==> config.mk <==
export PLATFORM = sky130hd
export DESIGN_NAME = minterm_scanner
export DESIGN_NICKNAME = d
export VERILOG_FILES = /design/src/rtl/scan_pkg.sv /design/src/rtl/scan_ctr.sv /design/src/rtl/minterm_scanner.sv
export SDC_FILE = /design/constraint.sdc
export NUM_CORES = 1
export LEC_CHECK = 0
export CORE_MARGIN = 3
export CORE_UTILIZATION = 41
export CTS_CLUSTER_SIZE = 16
export DETAILED_ROUTE_END_ITERATION = 12
export GPL_TIMING_DRIVEN = 0
export PLACE_DENSITY = 0.76
export SYNTH_ARGS = -nofsm -noshare
export SYNTH_HDL_FRONTEND = slang
export SYNTH_SLANG_ARGS = --single-unit
export TNS_END_PERCENT = 1
==> constraint.sdc <==
create_clock -name i_clk -period 1.9 [get_ports i_clk]
set_input_delay 0.38 -clock i_clk [delete_from_list [all_inputs] [get_ports i_clk]]
set_output_delay 0.38 -clock i_clk [all_outputs]
set_load 0.01 [all_outputs]
==> src/rtl/scan_pkg.sv <==
// Shared types and helpers for the minterm scanner: FSM state encoding,
// default sizing and the truth-table bit-position mapping.
package scan_pkg;

    localparam int DEF_N_VARS  = 4;
    localparam int DEF_N_FUNCS = 2;
    localparam int TT_W        = DEF_N_FUNCS << DEF_N_VARS;

    typedef enum logic [1:0] {
        IDLE,
        DRIVE,
        SAMPLE,
        DONE
    } scan_state_t;

    // Bit k*2^n_vars + m of a packed table holds f_k(m).
    function automatic int tt_bit(input int k, input int m, input int n_vars);
        return (k << n_vars) + m;
    endfunction

endpackage

==> src/rtl/scan_ctr.sv <==
// Minterm index counter. One bit wider than the vector so that the
// end-of-scan compare cannot alias against a wrapped index.
module scan_ctr #(
    parameter int N_VARS = 4
) (
    input  logic              i_clk,
    input  logic              i_rst_n,
    input  logic              i_clr,
    input  logic              i_inc,
    output logic [N_VARS-1:0] o_vec,
    output logic              o_last
);

    localparam logic [N_VARS:0] LAST_IDX = (N_VARS+1)'((1 << N_VARS) - 1);

    logic [N_VARS:0] r_idx;

    always_ff @(posedge i_clk or negedge i_rst_n) begin
        if (!i_rst_n) begin
            r_idx <= '0;
        end else if (i_clr) begin
            r_idx <= '0;
        end else if (i_inc) begin
            r_idx <= r_idx + 1'b1;
        end
    end

    assign o_vec  = r_idx[N_VARS-1:0];
    assign o_last = (r_idx == LAST_IDX);

endmodule

==> src/rtl/minterm_scanner.sv <==
// Sweeps every input vector into the function under test, packs the sampled
// outputs into a truth table and compares it against an expected mask.
module minterm_scanner
    import scan_pkg::*;
#(
    parameter int N_VARS  = DEF_N_VARS,
    parameter int N_FUNCS = DEF_N_FUNCS
) (
    input  logic                              i_clk,
    input  logic                              i_rst_n,
    input  logic                              i_start,
    output logic [N_VARS-1:0]                 o_vec_out,
    input  logic [N_FUNCS-1:0]                i_f_in,
    input  logic [(N_FUNCS << N_VARS)-1:0]    i_exp_tt,
    output logic                              o_busy,
    output logic                              o_done,
    output logic [(N_FUNCS << N_VARS)-1:0]    o_tt_out,
    output logic [N_FUNCS-1:0]                o_mismatch,
    output logic [N_VARS-1:0]                 o_first_err
);

    localparam int TW    = N_FUNCS << N_VARS;
    localparam int TT_AW = $clog2(TW);

    scan_state_t          r_state;
    scan_state_t          w_next;
    logic                 w_clr;
    logic                 w_sample;
    logic                 w_busy;
    logic [N_VARS-1:0]    w_idx;
    logic                 w_last;
    logic [TT_AW-1:0]     w_pos [N_FUNCS];
    logic [N_FUNCS-1:0]   w_diff;
    logic [TW-1:0]        w_tt_next;

    logic                 r_done;
    logic [TW-1:0]        r_tt;
    logic [N_FUNCS-1:0]   r_mismatch;
    logic [N_VARS-1:0]    r_first_err;
    logic                 r_err_seen;

    scan_ctr #(.N_VARS(N_VARS)) u_ctr (
        .i_clk   (i_clk),
        .i_rst_n (i_rst_n),
        .i_clr   (w_clr),
        .i_inc   (w_sample),
        .o_vec   (w_idx),
        .o_last  (w_last)
    );

    always_ff @(posedge i_clk or negedge i_rst_n) begin
        if (!i_rst_n) begin
            r_state <= IDLE;
        end else begin
            r_state <= w_next;
        end
    end

    always_comb begin
        w_next   = r_state;
        w_clr    = 1'b0;
        w_sample = 1'b0;
        w_busy   = 1'b0;
        case (r_state)
            IDLE, DONE: begin
                if (i_start) begin
                    w_next = DRIVE;
                    w_clr  = 1'b1;
                end
            end
            DRIVE: begin
                w_busy = 1'b1;
                w_next = SAMPLE;
            end
            SAMPLE: begin
                w_busy   = 1'b1;
                w_sample = 1'b1;
                w_next   = w_last ? DONE : DRIVE;
            end
            default: w_next = IDLE;
        endcase
    end

    // Each function's sample lands at its own table slot; compare against the same slot of exp_tt.
    always_comb begin
        w_tt_next = r_tt;
        w_diff    = '0;
        for (int k = 0; k < N_FUNCS; k++) begin
            w_pos[k]            = TT_AW'(tt_bit(k, int'(w_idx), N_VARS));
            w_tt_next[w_pos[k]] = i_f_in[k];
            w_diff[k]           = i_f_in[k] ^ i_exp_tt[w_pos[k]];
        end
    end

    always_ff @(posedge i_clk or negedge i_rst_n) begin
        if (!i_rst_n) begin
            r_done      <= 1'b0;
            r_tt        <= '0;
            r_mismatch  <= '0;
            r_first_err <= '0;
            r_err_seen  <= 1'b0;
        end else if (w_clr) begin
            r_done      <= 1'b0;
            r_tt        <= '0;
            r_mismatch  <= '0;
            r_first_err <= '0;
            r_err_seen  <= 1'b0;
        end else if (w_sample) begin
            r_tt       <= w_tt_next;
            r_mismatch <= r_mismatch | w_diff;
            r_done     <= w_last;
            if ((|w_diff) && !r_err_seen) begin
                r_first_err <= w_idx;
                r_err_seen  <= 1'b1;
            end
        end
    end

    assign o_vec_out   = w_idx;
    assign o_busy      = w_busy;
    assign o_done      = r_done;
    assign o_tt_out    = r_tt;
    assign o_mismatch  = r_mismatch;
    assign o_first_err = r_first_err;

endmodule
==> results of run 1 <==
-- where the power goes --
part | total, uW | internal, uW | switching, uW | leakage [uW]
clock | 854 | 526 | 329 | 0.0000654
combinational | 1410 | 665 | 745 | 0.000961
sequential | 1200 | 1120 | 84.6 | 0.000644
total | 3470 | 2310 | 1160 | 0.00167
-- Yosys cell counts, drive strengths merged --
master and instances:
o41a 1, a21oi 6, nor3 1, nand2b 1
o21a 1, and3 6, mux4 8, ha 7
and2 2, a211oi 1, nor2b 3, a22oi 4
buf 10, mux2i 34, inv 10, dfrtp 47
o32ai 4, nor4 1, o21ai 2, nand4 1
o22ai 1, nand3 12, clkbuf 9, nand2 8
xnor2 3, nor2 40
-- cells in the final DEF (no fill, tap or decap), types with 4 or more instances in the layout --
cell type	instances
clkbuf_1	8
nand2_1	8
nor2_1	40
clkdlybuf4s50_1	75
and3_1	4
clkbuf_8	5
mux2i_1	34
nand3_1	12
o32ai_1	4
buf_4	9
inv_1	10
dfrtp_1	45
a22oi_2	4
a21oi_1	4
ha_1	6
mux4_2	8
-- layout make-up --
cell class	instances	share of cell area [%]
inverters	10	1.06
well taps	72	2.55
clock inverters	2	1.70
plain buffers	18	2.83
flip-flops and latches	47	33.3
multi-input cells	147	33.3
clock buffers	6	2.05
repair buffers	83	23.2
-- repair_timing --
action	CTS	global route
endpoints found under the setup margin	10	33
setup buffers	4	0
pin swaps	6	0
resized for setup	13	5
-- per-layer routing --
layer | global-route usage [%] | vias up
li1 | - | 945
met1 | 26.7 | 980
met4 | 4.01 | 0
met3 | 4.56 | 6
met2 | 32.0 | 63
met5 | 0 | -
-- state kept, by name, indices dropped and copies added, names as in the netlist --
name and flops:
o_mismatch 2, o_first_err 4, r_state 2, o_done 1, u_ctr.r_idx 5, r_err_seen 1, o_tt_out 32
-- per-stage QoR --
step	instances	utilization (%)
global route	385	62.7
CTS	385	62.5
global placement	373	59.1
finish	385	62.7
floorplan	223	-
detailed placement	374	59.3
-- path summary, 6_finish.rpt --
path	startpoint	to	cells after the start
max in group asynchronous	i_rst_n	o_tt_out[6]	2
max	u_ctr.r_idx[0]	r_err_seen	6
min	i_rst_n	o_first_err[1]	1
max reg2reg	u_ctr.r_idx[0]	r_err_seen	6
min in group i_clk	i_f_in[1]	o_tt_out[20]	3
min reg2reg	r_err_seen	r_err_seen	1
-- critical path, delay by kind of cell (launching register included) --
family | cells | cell delay [ps]
flops | 1 | 390
compound gates | 4 | 960
buf+inv | 1 | 150
mux | 1 | 520
-- cells by family after synthesis --
kind of cell / after synthesis
flip-flops: 47
AO/OA/AOI/OAI: 20
adder cells (fa/ha/maj): 7
buffers and inverters: 29
XOR/XNOR: 3
AND/OR/NAND/NOR: 75
multiplexers: 42
==> flow_summary.toml, run 1 <==
[worst_setup_path]
reg2reg_slack_ps = -220
end_kind = "register"
startpoint_type = "register"
worstPathMaxFanout = 8
critical_path_required_ps = 2100
critPathSlowestCell = "mux4_2"
worstPathArrival_ps = 2320
path_class = "reg -> reg"
cp_slowest_stage_delay_ps = 520
path_cells = "buf_8 -> mux4_2 -> a22oi_2 -> a21oi_2 -> o41a_1 -> o21a_1"

[outcome]
status = "finished, violations left"
violations = "setup timing"

[die]
fp.coreArea_sq_um = 5640
dieArea_sq_um = 6930
rows = 27
initial_core_util_pct = 43.4
fp.dieH_um = 83.3
ioPinCount = 81
die_w_um = 83.3

[timing]
hold_slack_ps = 27.8
drv_slew = 0
post-route-period-util_pct = 112
rsz0062_at_grt = "true"
postLayoutSetupSlackWorst_ps = -224
skew_ps = 7.31
finalHoldViolCount = 0
finalCriticalPeriod_ps = 2120
setup_viol = 7
fin_setup_tns_ps = -967
timing.fmax_mhz = 471
relSlewSlack_pct = 66.8
tightest_slew_ps = 498

[placement]
place.gp.congestion = 0.801
place_ws_ps = -550
dp_hpwl_um = 4830
place_area_sq_um = 3350
io_buffers = 78

[logic_synthesis]
yosys.area.top_type_share_pct = 48.1
avgSynthCellArea_sq_um = 11.0
yosys-top-cells-area = "dfrtp_1, mux2i_1, nor2_1, mux4_2, ha_1"
synth-compound-area-share_pct = 6.19
synth_xor_area_share_pct = 1.07
synthCells = 223
synth_top_family_by_area = "multiplexers"
ys_warn_count = 0
synth-adder-area-share_pct = 3.58
yosysUniqueCellTypes = 34
syn_area_sq_um = 2450
synth_area_leader_cell = "dfrtp_1"
synth_nets = 267
synth-seq-area-share_pct = 48.1
synth-simple-area-share_pct = 13.9
muxShareOfSynthArea_pct = 21.7
ys_seq_elements = 47

[clock_network]
ctsLongestPathBuffers = 2
cts_tree = "yes"
hold_buffers = 0
cts_sinks = 47
clk_latency_ps = 300
cts_root_buf = "clkbuf_8"
htreeDepth = 2
clk_pin_slew_ps = 80
cts_buffers = 5

[global_route]
grt_remaining_overflow = 0
grt_max_degree = 29
antenna_found_initial = 0
first_global_vias = 2116
track_usage_pct = 19.6
grt_pass1_wl_um = 10900

[routing]
ant_nets = 0
routed.top_layer = "met4"
wl_um = 6500
wl_met2_um = 3100
dr.pass1.iters = 4
avgRoutedWirePerCell_um = 16.9
drc_errors = 0
drtIter0Drc = 106
via_count = 1994
drt-met1-wl_um = 3010
met3_length_um = 327
avgViaCountPerCell = 5.18

[pwr]
p_total_uw = 3470
power.density_nw_per_um2 = 980
p_leak_uw = 0.00167
vdd_drop_max_v = 0.000480

[cells_and_area]
nets = 356
area_delta_synth_final_pct = 44.6
final_area_sq_um = 3540
multi_input_area_sq_um = 1180
seqCellArea_sq_um = 1180
drive_gt1_share_pct = 14.1
diodes = 0
fill_cells = 474

[run]
cap_viol_max_count = 0

[hold_path]
hold_class = "in -> async"
(Power assumes the default switching activity.)
==> run 2, diff against run 1 <==
Settings changed: ABC_CLOCK_PERIOD_IN_PS from default to 1900, CTS_CLUSTER_DIAMETER from default to 120, GPL_ROUTABILITY_DRIVEN from default to 1.
==> results of run 2 <==
The final DEF is identical to that of run 1; final timing and power are the same.
==> run 3, diff against run 2 <==
Settings changed: CTS_CLUSTER_SIZE 16 to 30.
==> results of run 3 <==
The final DEF is identical to that of run 1; final timing and power are the same.
